$ cat src/rtl/uart_mmio_regs_pkg.sv
// Shared constants, CSR layout and TX launch states for the UART register block.
package uart_pkg;

   localparam logic [31:0] UART_DATA_OFS = 32'h0000_0000;
   localparam logic [31:0] UART_CSR_OFS  = 32'h0000_0004;

   localparam int CSR_RX_FULL   = 0;
   localparam int CSR_TX_FULL   = 1;
   localparam int CSR_TX_EMPTY  = 2;
   localparam int CSR_TX_IDLE   = 3;
   localparam int CSR_OVERRUN   = 4;
   localparam int CSR_TX_DROP   = 5;
   localparam int CSR_RX_IRQ_EN = 8;
   localparam int CSR_TX_IRQ_EN = 9;

   typedef enum logic [1:0] {
      IDLE      = 2'd0,
      SEND      = 2'd1,
      WAIT_BUSY = 2'd2,
      WAIT_DONE = 2'd3
   } tx_state_e;

   function automatic logic [31:0] csr_pack(
      input logic rx_full,
      input logic tx_full,
      input logic tx_empty,
      input logic tx_idle,
      input logic overrun,
      input logic tx_drop,
      input logic rx_irq_en,
      input logic tx_irq_en
   );
      logic [31:0] w;
      w                = 32'h0000_0000;
      w[CSR_RX_FULL]   = rx_full;
      w[CSR_TX_FULL]   = tx_full;
      w[CSR_TX_EMPTY]  = tx_empty;
      w[CSR_TX_IDLE]   = tx_idle;
      w[CSR_OVERRUN]   = overrun;
      w[CSR_TX_DROP]   = tx_drop;
      w[CSR_RX_IRQ_EN] = rx_irq_en;
      w[CSR_TX_IRQ_EN] = tx_irq_en;
      return w;
   endfunction

endpackage

$ cat src/rtl/uart_mmio_regs_if.sv
// CPU load/store bus into the UART register window.
interface uart_mmio_regs_if #(
   parameter int ADDR_W = 4
);
   logic [ADDR_W-1:0] bus_addr;
   logic              bus_wr;
   logic              bus_rd;
   logic [31:0]       bus_wdata;
   logic [31:0]       bus_rdata;

   modport master (
      output bus_addr, bus_wr, bus_rd, bus_wdata,
      input  bus_rdata
   );

   modport slave (
      input  bus_addr, bus_wr, bus_rd, bus_wdata,
      output bus_rdata
   );
endinterface

$ cat src/rtl/uart_tx_fifo.sv
// Byte FIFO with wrap-bit pointers; a push on a full FIFO is taken when a pop frees a slot.
module uart_tx_fifo #(
   parameter int DEPTH = 4
) (
   input  logic       clk,
   input  logic       rst,
   input  logic       push,
   input  logic       pop,
   input  logic [7:0] din,
   output logic [7:0] dout,
   output logic       full,
   output logic       empty
);
   localparam int AW = $clog2(DEPTH);

   logic [AW:0] wptr_q;
   logic [AW:0] rptr_q;
   logic [7:0]  mem_q [DEPTH];
   logic        push_ok_s;
   logic        pop_ok_s;

   assign empty     = (wptr_q == rptr_q);
   assign full      = (wptr_q[AW] != rptr_q[AW]) && (wptr_q[AW-1:0] == rptr_q[AW-1:0]);
   assign pop_ok_s  = pop & ~empty;
   assign push_ok_s = push & (~full | pop_ok_s);
   assign dout      = mem_q[rptr_q[AW-1:0]];

   always_ff @(posedge clk) begin
      if (rst) begin
         wptr_q <= {(AW+1){1'b0}};
         rptr_q <= {(AW+1){1'b0}};
      end else begin
         if (push_ok_s) begin
            wptr_q <= wptr_q + {{AW{1'b0}}, 1'b1};
         end else begin
            wptr_q <= wptr_q;
         end
         if (pop_ok_s) begin
            rptr_q <= rptr_q + {{AW{1'b0}}, 1'b1};
         end else begin
            rptr_q <= rptr_q;
         end
      end
   end

   // Storage needs no reset: only slots between the pointers are ever read.
   always_ff @(posedge clk) begin
      if (push_ok_s) begin
         mem_q[wptr_q[AW-1:0]] <= din;
      end
   end

endmodule

$ cat src/rtl/uart_mmio_regs.sv
// Memory-mapped DATA/CSR registers in front of the UART core: TX FIFO with launch FSM, RX holding register, IRQ.
module uart_mmio_regs
   import uart_pkg::*;
#(
   parameter int TX_DEPTH = 4,
   parameter int ADDR_W   = 4
) (
   input  logic            clk,
   input  logic            rst,
   uart_mmio_regs_if.slave bus,
   output logic [7:0]      tx_data,
   output logic            tx_send,
   input  logic            tx_busy,
   input  logic [7:0]      rx_data,
   input  logic            rx_valid,
   output logic            irq
);
   tx_state_e   state_q;
   logic [7:0]  tx_data_q;
   logic        tx_send_q;
   logic        irq_q;
   logic [31:0] rdata_q,   rdata_d;
   logic [7:0]  rx_hold_q, rx_hold_d;
   logic        rx_full_q, rx_full_d;
   logic        overrun_q, overrun_d;
   logic        tx_drop_q, tx_drop_d;
   logic        rx_en_q,   rx_en_d;
   logic        tx_en_q,   tx_en_d;

   logic        sel_data_s, sel_csr_s;
   logic        data_wr_s, data_rd_s, csr_wr_s;
   logic        fifo_full_s, fifo_empty_s, fifo_pop_s;
   logic [7:0]  fifo_dout_s;
   logic        tx_idle_s;
   logic [31:0] csr_s;
   logic        unused_s;

   assign sel_data_s = (bus.bus_addr[ADDR_W-1:2] == UART_DATA_OFS[ADDR_W-1:2]);
   assign sel_csr_s  = (bus.bus_addr[ADDR_W-1:2] == UART_CSR_OFS[ADDR_W-1:2]);
   assign data_wr_s  = bus.bus_wr & sel_data_s;
   assign data_rd_s  = bus.bus_rd & sel_data_s;
   assign csr_wr_s   = bus.bus_wr & sel_csr_s;
   assign fifo_pop_s = (state_q == IDLE) & ~fifo_empty_s;
   assign tx_idle_s  = fifo_empty_s & (state_q == IDLE);
   assign csr_s      = csr_pack(rx_full_q, fifo_full_s, fifo_empty_s, tx_idle_s,
                                overrun_q, tx_drop_q, rx_en_q, tx_en_q);
   assign unused_s   = ^{bus.bus_wdata[31:10], bus.bus_addr[1:0]};

   uart_tx_fifo #(.DEPTH(TX_DEPTH)) u_fifo (
      .clk   (clk),
      .rst   (rst),
      .push  (data_wr_s),
      .pop   (fifo_pop_s),
      .din   (bus.bus_wdata[7:0]),
      .dout  (fifo_dout_s),
      .full  (fifo_full_s),
      .empty (fifo_empty_s)
   );

   // Register next-state: read mux, CSR writes, then RX capture so a same-cycle set beats a W1C clear.
   always_comb begin
      rdata_d   = rdata_q;
      rx_hold_d = rx_hold_q;
      rx_full_d = rx_full_q;
      overrun_d = overrun_q;
      tx_drop_d = tx_drop_q;
      rx_en_d   = rx_en_q;
      tx_en_d   = tx_en_q;

      if (bus.bus_rd) begin
         if (sel_data_s) begin
            rdata_d = {24'h00_0000, rx_hold_q};
         end else if (sel_csr_s) begin
            rdata_d = csr_s;
         end else begin
            rdata_d = 32'h0000_0000;
         end
      end else begin
         rdata_d = rdata_q;
      end

      if (csr_wr_s) begin
         rx_en_d = bus.bus_wdata[CSR_RX_IRQ_EN];
         tx_en_d = bus.bus_wdata[CSR_TX_IRQ_EN];
         if (bus.bus_wdata[CSR_OVERRUN]) begin
            overrun_d = 1'b0;
         end else begin
            overrun_d = overrun_q;
         end
         if (bus.bus_wdata[CSR_TX_DROP]) begin
            tx_drop_d = 1'b0;
         end else begin
            tx_drop_d = tx_drop_q;
         end
      end else begin
         rx_en_d = rx_en_q;
         tx_en_d = tx_en_q;
      end

      if (data_wr_s && fifo_full_s && !fifo_pop_s) begin
         tx_drop_d = 1'b1;
      end else begin
         tx_drop_d = tx_drop_d;
      end

      if (rx_valid && data_rd_s) begin
         rx_hold_d = rx_data;
         rx_full_d = 1'b1;
      end else if (rx_valid) begin
         if (!rx_full_q) begin
            rx_hold_d = rx_data;
            rx_full_d = 1'b1;
         end else begin
            overrun_d = 1'b1;
         end
      end else if (data_rd_s) begin
         rx_full_d = 1'b0;
      end else begin
         rx_full_d = rx_full_q;
      end
   end

   // Register state update.
   always_ff @(posedge clk) begin
      if (rst) begin
         rdata_q   <= 32'h0000_0000;
         rx_hold_q <= 8'h00;
         rx_full_q <= 1'b0;
         overrun_q <= 1'b0;
         tx_drop_q <= 1'b0;
         rx_en_q   <= 1'b0;
         tx_en_q   <= 1'b0;
         irq_q     <= 1'b0;
      end else begin
         rdata_q   <= rdata_d;
         rx_hold_q <= rx_hold_d;
         rx_full_q <= rx_full_d;
         overrun_q <= overrun_d;
         tx_drop_q <= tx_drop_d;
         rx_en_q   <= rx_en_d;
         tx_en_q   <= tx_en_d;
         irq_q     <= (rx_full_q & rx_en_q) | (tx_idle_s & tx_en_q);
      end
   end

   // TX launch FSM; tx_send is high exactly while in SEND.
   always_ff @(posedge clk) begin
      if (rst) begin
         state_q   <= IDLE;
         tx_data_q <= 8'h00;
         tx_send_q <= 1'b0;
      end else begin
         case (state_q)
            IDLE: begin
               if (!fifo_empty_s) begin
                  tx_data_q <= fifo_dout_s;
                  tx_send_q <= 1'b1;
                  state_q   <= SEND;
               end else begin
                  tx_send_q <= 1'b0;
                  state_q   <= IDLE;
               end
            end
            SEND: begin
               tx_send_q <= 1'b0;
               state_q   <= WAIT_BUSY;
            end
            WAIT_BUSY: begin
               tx_send_q <= 1'b0;
               if (tx_busy) begin
                  state_q <= WAIT_DONE;
               end else begin
                  state_q <= WAIT_BUSY;
               end
            end
            WAIT_DONE: begin
               tx_send_q <= 1'b0;
               if (!tx_busy) begin
                  state_q <= IDLE;
               end else begin
                  state_q <= WAIT_DONE;
               end
            end
            default: begin
               tx_send_q <= 1'b0;
               state_q   <= IDLE;
            end
         endcase
      end
   end

   assign bus.bus_rdata = rdata_q;
   assign tx_data       = tx_data_q;
   assign tx_send       = tx_send_q;
   assign irq           = irq_q;

endmodule
$ cat src/flat_wrapper.sv
// flat-port wrapper written by rule: the top's interface ports become plain ports
module uart_mmio_regs_flat import uart_pkg::*;
#(
   parameter int TX_DEPTH = 4,
   parameter int ADDR_W   = 4
)
  (clk, rst, tx_data, tx_send, tx_busy, rx_data, rx_valid, irq, bus_bus_addr, bus_bus_wr, bus_bus_rd, bus_bus_wdata, bus_bus_rdata);
  uart_mmio_regs_if #(.ADDR_W(ADDR_W)) bus_i ();
  input  logic clk;
  input  logic rst;
  output logic [7:0] tx_data;
  output logic tx_send;
  input  logic tx_busy;
  input  logic [7:0] rx_data;
  input  logic rx_valid;
  output logic irq;
  input wire logic [$bits(bus_i.bus_addr)-1:0] bus_bus_addr;
  input wire logic [$bits(bus_i.bus_wr)-1:0] bus_bus_wr;
  input wire logic [$bits(bus_i.bus_rd)-1:0] bus_bus_rd;
  input wire logic [$bits(bus_i.bus_wdata)-1:0] bus_bus_wdata;
  output wire logic [$bits(bus_i.bus_rdata)-1:0] bus_bus_rdata;
  assign bus_i.bus_addr = bus_bus_addr;
  assign bus_i.bus_wr = bus_bus_wr;
  assign bus_i.bus_rd = bus_bus_rd;
  assign bus_i.bus_wdata = bus_bus_wdata;
  assign bus_bus_rdata = bus_i.bus_rdata;
  uart_mmio_regs #(.TX_DEPTH(TX_DEPTH), .ADDR_W(ADDR_W)) u_core (.clk(clk), .rst(rst), .bus(bus_i), .tx_data(tx_data), .tx_send(tx_send), .tx_busy(tx_busy), .rx_data(rx_data), .rx_valid(rx_valid), .irq(irq));
endmodule
$ cat config.mk
export PLATFORM = sky130hd
export DESIGN_NAME = uart_mmio_regs_flat
export DESIGN_NICKNAME = d
export VERILOG_FILES = /design/src/rtl/uart_mmio_regs_pkg.sv /design/src/rtl/uart_mmio_regs_if.sv /design/src/rtl/uart_tx_fifo.sv /design/src/rtl/uart_mmio_regs.sv /design/src/flat_wrapper.sv
export SDC_FILE = /design/constraint.sdc
export NUM_CORES = 1
export LEC_CHECK = 0
export BUFFER_PORTS_ARGS = -buffer_cell sky130_fd_sc_hd__buf_2
export CORE_ASPECT_RATIO = 0.75
export CORE_UTILIZATION = 35
export DETAILED_ROUTE_END_ITERATION = 8
export GPL_ROUTABILITY_DRIVEN = 0
export GPL_TIMING_DRIVEN = 1
export PLACE_DENSITY_LB_ADDON = 0.25
export SYNTH_ARGS = -nofsm -noshare
export SYNTH_HDL_FRONTEND = slang
export SYNTH_SLANG_ARGS = --single-unit
$ cat constraint.sdc
create_clock -name clk -period 2.93 [get_ports clk]
set_input_delay 0.293 -clock clk [delete_from_list [all_inputs] [get_ports clk]]
set_output_delay 0.293 -clock clk [all_outputs]
set_load 0.05 [all_outputs]
; Word-level counts from Yosys, hierarchy flattened
; Memories as Yosys holds them, arrays and structs flattened. A register that Yosys moved wholly into a read port is not among the register bits.
; Cells that the tools add are included.
[op_classes]
add_sub_neg = 2
n_eq_ne = 8
n_mux = 24
bitwise_logic = 13
n_reduce_logical = 15
[op_table]
columns = cell, n
row1 = two-way mux 32 bit, 1
row2 = two-way mux 8 bit, 3
row3 = two-way mux 1 bit, 16
row4 = two-way mux 10 bit, 1
row5 = bitwise AND 1 bit, 9
row6 = one-hot mux 2 bit (4 select lines), 1
row7 = adder 3 x 1 -> 3 bit (second input constant), 2
row8 = AND reduction 2 bit, 3
row9 = nonzero test 2 bit, 3
row10 = == test 2 x 1 -> 1 bit (second input constant), 2
row11 = == test 2 bit (second input constant), 2
row12 = logical AND 1 bit, 4
row13 = zero test 2 bit, 2
row14 = == test 3 bit, 1
row15 = nonzero test 3 bit, 1
row16 = OR reduction 3 bit, 1
row17 = == test 2 bit, 1
row18 = two-way mux 2 bit, 1
row19 = != test 2 bit (second input constant), 1
row20 = inverter 1 bit, 2
row21 = OR 1 bit, 2
row22 = one-hot mux 1 bit (2 select lines), 1
row23 = zero test 1 bit, 1
row24 = != test 1 bit, 1
[totals]
reg_bits = 55
ram_bits = 32
in_bits = 50
output_inout_bits = 42
word_cells = 75
memories = 1
[mem_list]
columns = name, words, word_bits, rd, rd_ports_with_merged_regs, write_ports, line_no
row1 = u_core.u_fifo.mem_q, 4, 8, 1, 1, 1, uart_tx_fifo.sv:18  ; logic [7:0] mem_q [DEPTH];

; Logic depth before layout (Yosys ltp)
[logic_depth]
word_depth = 8
depth_mapped = 6
depth_no_buf = 6

; Modules after synthesis
; From an unflattened synthesis, not the netlist that was laid out.
[hier_totals]
hier_cells = 281
hier_area_um2 = 3291.9
[modules_own_cells]
columns = module, n_inst, cells_per_inst, area_per_inst_um2, seq_area_each_um2
row1 = uart_tx_fifo, 1, 97, 1699.1, 1121.1
row2 = uart_mmio_regs, 1, 184, 1592.8, 700.7

; Worst setup path before layout
; Ideal clock, no wire load.
[synth_path]
path_type = input-to-reg
from = input bus_bus_addr[2]
to = memory u_core.u_fifo.mem_q[3][0] (enable)
setup_ps = 336
arrival_time_ps = 1370
t_required_ps = 2594
path_slack_ps = 1224
cell_stages = 4
path_buffers = 1
path_cell_list = buf_6 > or3b_4 > a41oi_4 > and2_1
[synth_between]
elab_chain_cells = 5
[synth_rtl]
columns = element, line_no
row1 = start: declaration, flat_wrapper.sv:17  ; input wire logic [$bits(bus_i.bus_addr)-1:0] bus_bus_addr;
row2 = zero test 2 bit, uart_mmio_regs.sv:38  ; assign sel_data_s = (bus.bus_addr[ADDR_W-1:2] == UART_DATA_OFS[ADDR_W-1:2]);
row3 = bitwise AND 1 bit, uart_mmio_regs.sv:40  ; assign data_wr_s = bus.bus_wr & sel_data_s;
row4 = bitwise AND 1 bit, uart_tx_fifo.sv:25  ; assign push_ok_s = push & (~full | pop_ok_s);
row5 = two-way mux 1 bit, uart_tx_fifo.sv:48  ; if (push_ok_s) begin
row6 = two-way mux 1 bit (implied by the code), uart_tx_fifo.sv:49  ; mem_q[wptr_q[AW-1:0]] <= din;
row7 = end: declaration, uart_tx_fifo.sv:18
; Every way passes these cells.

; Worst setup path after layout
[layout_path]
from = register u_core.state_q[1]
to = memory u_core.u_fifo.mem_q[1][7] (enable)
[layout_between]
elab_chain_cells = 7
[layout_rtl]
columns = element, line_no
row1 = start: declaration, uart_mmio_regs.sv:18  ; tx_state_e state_q;
row2 = start signal: assignment, uart_mmio_regs.sv:149  ; state_q <= IDLE;
row3 = start signal: assignment, uart_mmio_regs.sv:158  ; state_q <= SEND;
row4 = start signal: assignment, uart_mmio_regs.sv:161  ; state_q <= IDLE;
row5 = zero test 2 bit, uart_mmio_regs.sv:43  ; assign fifo_pop_s = (state_q == IDLE) & ~fifo_empty_s;
row6 = bitwise AND 1 bit, uart_mmio_regs.sv:43
row7 = bitwise AND 1 bit, uart_tx_fifo.sv:24  ; assign pop_ok_s = pop & ~empty;
row8 = OR 1 bit, uart_tx_fifo.sv:25
row9 = bitwise AND 1 bit, uart_tx_fifo.sv:25
row10 = two-way mux 1 bit, uart_tx_fifo.sv:48
row11 = two-way mux 1 bit (implied by the code), uart_tx_fifo.sv:49
; Every way passes these cells.

==> reports/qor.txt <==
main combinational cell family by area after synthesis -> multiplexers
FFs w/ async S/R, synth -> 0%
f_max -> 0.508 GHz
DRT Pass-1 Iters -> 6
FF-to-FF Start -> u_core.state_q[1]
global-route wire length before repair -> 9.56 mm
HPWL after detailed placement -> 3.82 mm
layout cell share with drive strength beyond 1 -> 26.1%
multiplexer share of the synthesized area -> 14.2%
CTS tree -> built
Area contributors post-synth -> edfxtp_1 (30%), dfxtp_1 (26%), mux2i_1 (8.2%), mux4_2 (5.6%), buf_4 (5.2%)
initial antenna violation count -> 0
WP data required -> 2.89 ns
setup violators final -> 0
Final period util -> 67.1%
Synth Flop Type -> dfxtp_1
Area Overhead vs Synth -> 17.3%
Slew Limit Fails -> 0
post-CTS sizing -> 0
worst min path class -> in -> reg
CORE AREA -> 8640 sq um
largest net degree at the start of global routing -> 43
Design Area, Final -> 3740 sq um
commonest non-fill, non-tap cell in the layout -> buf_2
worst relative slew slack -> 46.2%
WS Path Type -> reg -> reg
Critical Path Source Type -> register
synth warn -> 0
number of global-route vias before repair -> 1903
root buffer cell -> clkbuf_16
RSZ-0062 raised after global routing -> no
WL/cell -> 13.7 microns
post-synthesis sequential area ratio -> 55.8%
status -> complete, but fails checks
crit end category -> register
drt drc -> 5
Routed WL -> 5.68 mm
Top-Level Pins -> 92
Hold Slack -> 0.186 ns
largest area contributor in the netlist -> edfxtp_1
die width -> 112 microns
Max FO, Critical Path -> 8
Post-CTS Setup Repair Bufs -> 0
I/O Buffers -> 45
# rows -> 29
antenna diode count -> 0
Cells after Synth -> 255
Initial Util -> 36.9%
mapped cell area -> 3190 sq um
Worst-Skew Late Latency -> 0.32 ns
initial DRC count -> 103
Worst Hold Launch -> bus_bus_wdata[3]
Clock Path Buffers -> 2
highest-count cells in the layout ignoring fill and taps -> buf_2 (45), dfxtp_1 (41), nor2_1 (38), edfxtp_1 (32), mux2i_1 (26)
Distinct cells, synth -> 37
Area after DPL -> 3420 sq um
worst-margin pin slew -> 0.808 ns
Max VDD drop -> 0.333 mV
vias -> 1902
minimum clock period -> 1.97 ns
Post-synth EDFFs -> 32
clk slew on worst S/H paths -> 0.06 ns
die area -> 9510 sq um
setup_tns -> 0 ns
grt ovf -> 0
Synth top area share -> 30.1%
Leak Pwr -> 1.57 nW
CTS H-tree depth -> 3
Adder-Cell Fraction of Synth Area -> 3.53%
clock sink total -> 73
Post-Synth Simple-Gate Area -> 10.0%
final net count -> 361
vias per inst -> 4.58
xor and xnor area share after synthesis -> 2.63%
overall routing resource usage -> 13.3%
CP Launch Point -> u_core.state_q[1]
Die Y -> 84.7 microns
final hold viol count -> 0
#FFs+latches synth -> 73
r2r setup slk -> 0.96 ns
failing checks -> design-rule violations
syn_area_per_cell -> 12.5 sq um
cts bufs inserted -> 9
# fillers -> 804
PwrDens -> 813 nW/um^2
Layout Skew -> 0.00606 ns
post-route ant nets -> 0
Max-Cap Viols -> 0
hold_buf cts -> 0
Worst EP arrival -> 1.93 ns
compound-gate portion of the synthesized area -> 5.49%
==> per-layer routing <==
metal | wire length (microns) | global-route usage [%] | vias up
met5 | 0 | 0 | -
met4 | 82 | 5.09 | 0
met3 | 226 | 4.12 | 4
met2 | 2630 | 20.7 | 46
met1 | 2740 | 17.6 | 905
li1 | - | - | 947
==> metrics by stage <==
| step | total power, mW | cells | setup WS, ns | util (%) |
|---|---|---|---|---|
| final | 3.04 | 415 | 0.963 | 43.3 |
| after global routing | 3.19 | 415 | 0.783 | 43.3 |
| after CTS | 3.08 | 415 | 0.926 | 43.3 |
| after detailed placement | 1.91 | 399 | 0.914 | 39.6 |
| after global placement | 1.90 | 399 | 0.906 | 39.6 |
| after floorplan | 1.80 | 276 | 1.22 | - |
==> where the power goes <==
part	internal [mW]	total (mW)	switching [mW]
clock	0.754	1.16	0.403
sequential	1.14	1.19	0.0531
combinational	0.238	0.694	0.456
total	2.13	3.04	0.912
==> synthesized netlist by cell type, types with 2 or more instances <==
| library cell | count |
|---|---|
| dfxtp_1 | 41 |
| nor2_1 | 38 |
| edfxtp_1 | 32 |
| mux2i_1 | 26 |
| buf_4 | 22 |
| a21oi_1 | 10 |
| ha_1 | 9 |
| mux4_2 | 8 |
| clkbuf_1 | 7 |
| inv_1 | 7 |
| nor2b_1 | 5 |
| and2_1 | 4 |
| buf_6 | 4 |
| nand2_1 | 4 |
| nand3_1 | 4 |
| a31oi_1 | 3 |
| nand2b_1 | 3 |
| xnor2_1 | 3 |
| xor2_2 | 3 |
| a32oi_1 | 2 |
| and3b_1 | 2 |
| nand4_1 | 2 |
| o21ai_1 | 2 |
==> state kept, by name, indices dropped and copies added, names as in the netlist <==
signal                count
u_core.irq                1
u_core.overrun_q          1
u_core.rx_en_q            1
u_core.u_fifo.wptr_q      3
u_core.rx_hold_q          8
u_core.bus.bus_rdata     10
u_core.u_fifo.mem_q      32
u_core.u_fifo.rptr_q      3
u_core.state_q            2
u_core.tx_send            1
u_core.rx_full_q          1
u_core.tx_data            8
u_core.tx_drop_q          1
u_core.tx_en_q            1
==> kinds of logic after synthesis <==
family                   Yosys count
adder cells (fa/ha/maj)            9
other                              1
flip-flops                        73
buffers and inverters             40
AO/OA/AOI/OAI                     23
multiplexers                      35
AND/OR/NAND/NOR                   67
XOR/XNOR                           7
==> path summary, 6_finish.rpt <==
path | end | cells past startpoint
setup reg to reg | u_core.u_fifo.mem_q[1][7] | 5
setup / recovery | u_core.u_fifo.mem_q[1][7] | 5
hold / removal | u_core.u_fifo.mem_q[2][3] | 1
hold reg to reg | u_core.bus.bus_rdata[7] | 2
==> worst max-delay path, cell delays in order (launching register included) <==
cell	delay, ns
dfxtp_1	0.35
inv_1	0.09
ha_1	0.29
inv_1	0.13
a41oi_4	0.25
and2_1	0.49
==> final cells by class <==
class,instances,area [sq um],area share [%]
Tap cell,108,135,3.61
Inverter,7,26.3,0.702
Clock buffer,12,278,7.42
Clock inverter,4,47.5,1.27
Sequential cell,73,1780,47.6
Multi-Input combinational cell,163,1220,32.7
Timing Repair Buffer,48,248,6.62
(Power assumes the default switching activity.)
